## config.mk

```make
export PLATFORM = sky130hd
export DESIGN_NAME = product_accumulator
export DESIGN_NICKNAME = d
export VERILOG_FILES = /design/src/rtl/product_accumulator.sv
export SDC_FILE = /design/constraint.sdc
export NUM_CORES = 1
export LEC_CHECK = 0
export BUFFER_PORTS_ARGS = -buffer_cell sky130_fd_sc_hd__clkbuf_2
export CORE_MARGIN = 2
export CORE_UTILIZATION = 40
export CTS_CLUSTER_DIAMETER = 100
export DETAILED_ROUTE_END_ITERATION = 10
export GPL_ROUTABILITY_DRIVEN = 0
export PLACE_DENSITY_LB_ADDON = 0.12
export RECOVER_POWER = 50
export SLEW_MARGIN = 20
export SYNTH_ARGS = -nofsm -noshare
export SYNTH_HDL_FRONTEND = slang
export SYNTH_SLANG_ARGS = --single-unit
```

## constraint.sdc

```tcl
create_clock -name clk -period 1.4 [get_ports clk]
set_input_delay 0.28 -clock clk [delete_from_list [all_inputs] [get_ports clk]]
set_output_delay 0.28 -clock clk [all_outputs]
set_load 0.1 [all_outputs]
```

## src/rtl/product_accumulator.sv

```systemverilog
// rtl/product_accumulator.sv - saturating sum of N_TERMS multiplier products with valid/ready in and out
// Two-state machine: ACCUM takes one term per handshake, DONE holds the total until the downstream takes it.
module product_accumulator #(
  parameter int ACC_W   = 8,
  parameter int N_TERMS = 4,
  parameter int CNT_W   = 8
) (
  input  logic             clk,
  input  logic             rst,
  input  logic             clear,
  input  logic [3:0]       p_in,
  input  logic             p_valid,
  output logic             p_ready,
  output logic [ACC_W-1:0] sum_out,
  output logic             sum_valid,
  input  logic             sum_ready,
  output logic             sat,
  output logic [CNT_W-1:0] term_count
);

  localparam int SW = ACC_W + 1;

  typedef enum logic {ACCUM, DONE} state_t;

  state_t         state, state_n;
  logic [ACC_W-1:0] acc;
  logic [ACC_W:0]   sum_wide;
  logic             accept, unload, last_term;

  assign sum_out = acc;

  always_comb begin
    state_n   = state;
    p_ready   = (state == ACCUM) && !clear;
    sum_valid = (state == DONE);
    accept    = p_valid && p_ready;
    unload    = sum_valid && sum_ready && !clear;
    last_term = (term_count == CNT_W'(N_TERMS - 1));
    // one extra bit so the carry out of the add flags saturation
    sum_wide  = {1'b0, acc} + SW'(p_in);
    if (clear) begin
      state_n = ACCUM;
    end else if (accept && last_term) begin
      state_n = DONE;
    end else if (unload) begin
      state_n = ACCUM;
    end
  end

  always_ff @(posedge clk or posedge rst) begin
    if (rst) begin
      state <= ACCUM;
    end else begin
      state <= state_n;
    end
  end

  always_ff @(posedge clk or posedge rst) begin
    if (rst) begin
      acc        <= '0;
      sat        <= 1'b0;
      term_count <= '0;
    end else if (clear || unload) begin
      acc        <= '0;
      sat        <= 1'b0;
      term_count <= '0;
    end else if (accept) begin
      acc        <= sum_wide[ACC_W] ? '1 : sum_wide[ACC_W-1:0];
      sat        <= sat | sum_wide[ACC_W];
      term_count <= term_count + CNT_W'(1);
    end
  end

endmodule
```

; ---- Word level (Yosys, flattened, before mapping)
; Index checks and enable logic that the tools add are counted.
[totals]
reg_bits = 18
inputBits = 9
out_inout_bits = 19
word_cells = 28
[classes]
addsub = 2
eq_ne = 1
n_mux = 10
bitwise = 2
reduce_logical = 9
[ops]
columns = op, n
row1 = $mux 8, 5
row2 = $add 8x4->9, 1
row3 = $add 8x1->8 const B, 1
row4 = $eq 8x2->1 const B, 1
row5 = $logic_and 1x1->1, 5
row6 = $mux 1, 5
row7 = $reduce_bool 3->1, 1
row8 = $reduce_bool 2->1, 1
row9 = $logic_not 1->1, 1
row10 = $logic_or 1x1->1, 1
row11 = $not 1->1, 1
row12 = $or 1x1->1, 1

; ---- Longest topological paths before layout
[depth]
word_depth = 6
ltp_mapped = 6
mapped_depth_nobuf = 6

; ---- Worst setup path before layout
; Ideal clock, no wire load.
[synth_path]
path_kind = register to output
from = register state, in the netlist sum_valid
to = output p_ready
t_arrival_ns = 2.228
required_time_ns = 1.120
path_slack_ns = -1.108
path_stages_with_launch = 2
path_buffers = 0
cell_sequence = dfrtp_1 > nor2_1
[synth_via]
elab_chain_len = 2
[synth_lines]
columns = item, line_no
row1 = start: declaration, 25  ; state_t state, state_n;
row2 = start signal: assignment, 54  ; state <= state_n;
row3 = $not 1->1, 34  ; p_ready = (state == ACCUM) && !clear;
row4 = $logic_and 1x1->1, 34
row5 = end: declaration, 13  ; output logic p_ready,
; Every way passes these cells.

; ---- Worst setup path in the final report
[layout_path]
from = register state, in the netlist sum_valid
to = register term_count[7]
[layout_via]
elab_chain_len = 4
word_cells_on_any_way = 8
classes_between = 1 x mux / 1 x bitwise / 6 x reduce/logical
[layout_lines]
columns = item, line_no
row1 = $logic_and 1x1->1 / $not 1->1 (equally long branches), "37, 34"
row2 = "$logic_and 1x1->1, on equally long branches", "37, 34"
row3 = $logic_or 1x1->1 / $logic_and 1x1->1 (equally long branches), "63, 36"
row4 = $mux 8 / $reduce_bool 2->1 (equally long branches), --
row5 = end signal: assignment, 70  ; term_count <= term_count + CNT_W'(1);
row6 = end: declaration, 18  ; output logic [CNT_W-1:0] term_count
; Parallel ways exist; a longest one is shown, timed or not.
; A chain may end at the register's enable or synchronous reset.

==> impl_results.md <==
- Met2 Track Usage GR: 0.388
- Row count: 18
- RSZ-0062 raised after global routing: true
- Reg power frac: 0.364
- Initial drt markers: 30
- Cell area after synthesis: 1010 um2
- Violated checks: negative setup slack
- Max Slew Vio Count: 0
- Sequential area share after synthesis: 0.446
- Starting Density: 0.415
- Combinational Power Share: 0.427
- Worst path cell trace: or3b_4 -> a211oi_4 -> a31oi_1 -> a41o_1
- Part of the cycle the worst path needs: 1.19
- Number of synthesized flops with an enable pin: 0
- Critical path peak fanout: 3
- Yosys top cell by area: dfrtp_1
- Met1 usage: 0.299
- # setup viols final: 17
- Sw Pwr: 0.617 mW
- Worst endpoint required time: about 1600 ps
- Worst setup SP type: flop
- Synth warnings: 0
- CTS Sinks: 18
- Hold Path Class: in -> reg
- Largest net degree at the start of global routing: 19
- Status: complete, but fails checks
- Yosys cell types: 33
- Clock power share: 0.209
- Pre-Repair DR Iteration Count: 4
- Die Span Y: ~54 um
- DIE AREA: ~2900 um2
- Initial antenna violation count: 0
- Post-synth ARST share: 1.00
- Post-Syn Nets: 117
- PwrDens: around 830 nW/um2
- Synth area leaders: dfrtp_1, ha_1, nand2_1
- First-pass GRT wire length: between 4000 and 5000 um
- Leakage Power: 0.893 nW
- Syn avg cell area: just under 10 um2
- CTS root buf: clkbuf_4
- Fmax: 600 MHz
- DR vias: 1074
- Worst EP arrival: 1880 ps
- Layout cells sized above 1: 0.602
- IO Count: 28
- Most frequent cells after synthesis: dfrtp_1, nand2_1, nor2_1
- Worst vdd ir: 0.679 mV
- H-tree Lvls: 1
- Met3 usage: 0.0328
- Die width: about 54 um
- Post-synth top area share: 0.446
- Skew-Pair Late Insertion Delay: 310 ps
- Slowest cell delay on critical path: roughly 500 ps
- CTS tree: yes
- DRC Markers: 0
- Final Hold Viols: 0
- Crit path max-delay family: compound AO/OA/AOI/OAI gates
- Hpwl dp: between 2000 and 2500 um
- Final wirelength: 3060 um
- Max-cap violations: 0
- Internal power: 1.03 mW
- Switching share of power: 0.375
- Worst setup EP type: flop
- Least-Margin Pin Slew: between 400 and 500 ps
- Ant. Diodes: 0
- Flop-to-flop setup slack: -270 ps
- Core area: between 2000 and 2500 um2
- Routed WL per cell: 15.6 um
- CTS Buffer Depth: 2
- PortBufs: 27
- Post-DR vias/cell: 5.48
- Grt ovf: 0
- Yosys reg bits: 18
- Crit Path Class: reg -> reg
- Setup TNS: -2600 ps
- Bufs and invs on worst path: 0
- GR Util All Layers: 0.228
- Top FF cell, synth: dfrtp_1
- Inserted Clock Buffers: 3
- Tmin final: around 1700 ps
- Post-Synthesis Cells: between 100 and 150
- Syn-to-layout area delta: 96.3%
- Post-route ant nets: 0
- Count leader, synth: dfrtp_1
- Setup WS post-layout: -268 ps
- Worst path slowest cell: dfrtp_4
- Total power: 1.65 mW
- Rel. slew slack: 0.678
- Clock skew: ~6.6 ps
- Clock-pin slew on the worst setup and hold paths: 120 ps
- Busiest grt layer: met2
- Vias in the first global route: about 1100
- Nets: around 180
-- area by class of cell --
type                            count  area [um2]
Inverter                            1        3.75
Clock buffer                        4        36.3
Sequential cell                    18         487
Tap cell                           30        37.5
Fill cell                         148         450
Timing Repair Buffer               61         713
Multi-Input combinational cell     82         704
-- cell families after synthesis --
kind of cell	after synthesis	synth area share
DFF	18	0.446
AOI/OAI and AO/OA	30	0.217
xor gates and xnor gates	4	0.0347
and+or+nand+nor	42	0.212
buffers and inverters	2	0.00867
adders and majority gates	6	0.0818
-- power groups by stage --
stage	combinational (mW)	sequential [mW]	clock, mW
final	0.703	0.600	0.344
after global routing	0.742	0.603	0.356
after CTS	0.688	0.600	0.339
after detailed placement	0.660	0.608	0
after global placement	0.642	0.606	0
after floorplan	0.184	0.795	0
-- metal layers --
metal,vias to the layer above,share of wire
met2,30,0.51
met4,0,0.0098
li1,507,-
met3,5,0.038
met5,-,0
met1,532,0.44
-- state kept, by name, indices dropped and copies added (netlist names) --
register	flops
sum_out	8
term_count	8
sat	1
sum_valid	1
-- final timing paths --
check	from	to	cells past startpoint
worst max-delay path	sum_valid	term_count[7]	4
worst min-delay path	sum_ready	sum_valid	4
worst max register to register	sum_valid	term_count[7]	4
worst min register to register	term_count[5]	sum_valid	2
max in group asynchronous	rst	sum_out[3]	4
min in group asynchronous	rst	sat	4
-- worst reg2reg max path, cell delays in order (launching register included) --
cell      delay (ps)
dfrtp_4          500
or3b_4           410
a211oi_4         320
a31oi_1          130
a41o_1           210
-- metrics by stage --
stage | cells | utilization | setup slack, ps | hold WS [ps] | instance area (um2)
2_1_floorplan | 102 | - | -371 | 218 | 1130
3_3_place_gp | 188 | 0.745 | -187 | 285 | 1810
3_5_place_dp | 188 | 0.745 | -226 | 293 | 1810
4_1_cts | 193 | 0.785 | -285 | 266 | 1910
5_1_grt | 196 | 0.815 | -317 | 328 | 1980
6_report | 196 | 0.815 | -268 | 284 | 1980
-- repair_timing --
item / in CTS / in global routing
resized for setup: 11 / 11
hold endpoints to repair: 18 / 0
buffers inserted: 0 / 4
hold buffers: 1 / 0
pin swaps: 6 / 2
setup endpoints to repair: 23 / 25
-- placed cells by master, fill, tap and decap left out, types with 3 or more instances in the layout --
master	n
dfrtp_4	8
buf_4	22
a21oi_1	5
dfrtp_1	5
nor2_1	7
a31oi_1	3
ha_4	4
buf_6	10
dfrtp_2	5
clkbuf_4	3
clkbuf_2	9
a22oi_1	3
or3_1	3
buf_12	19
nand2_1	13
o21ai_1	3
nand3_1	3
No activity file was read; power rests on OpenSTA's default activity.
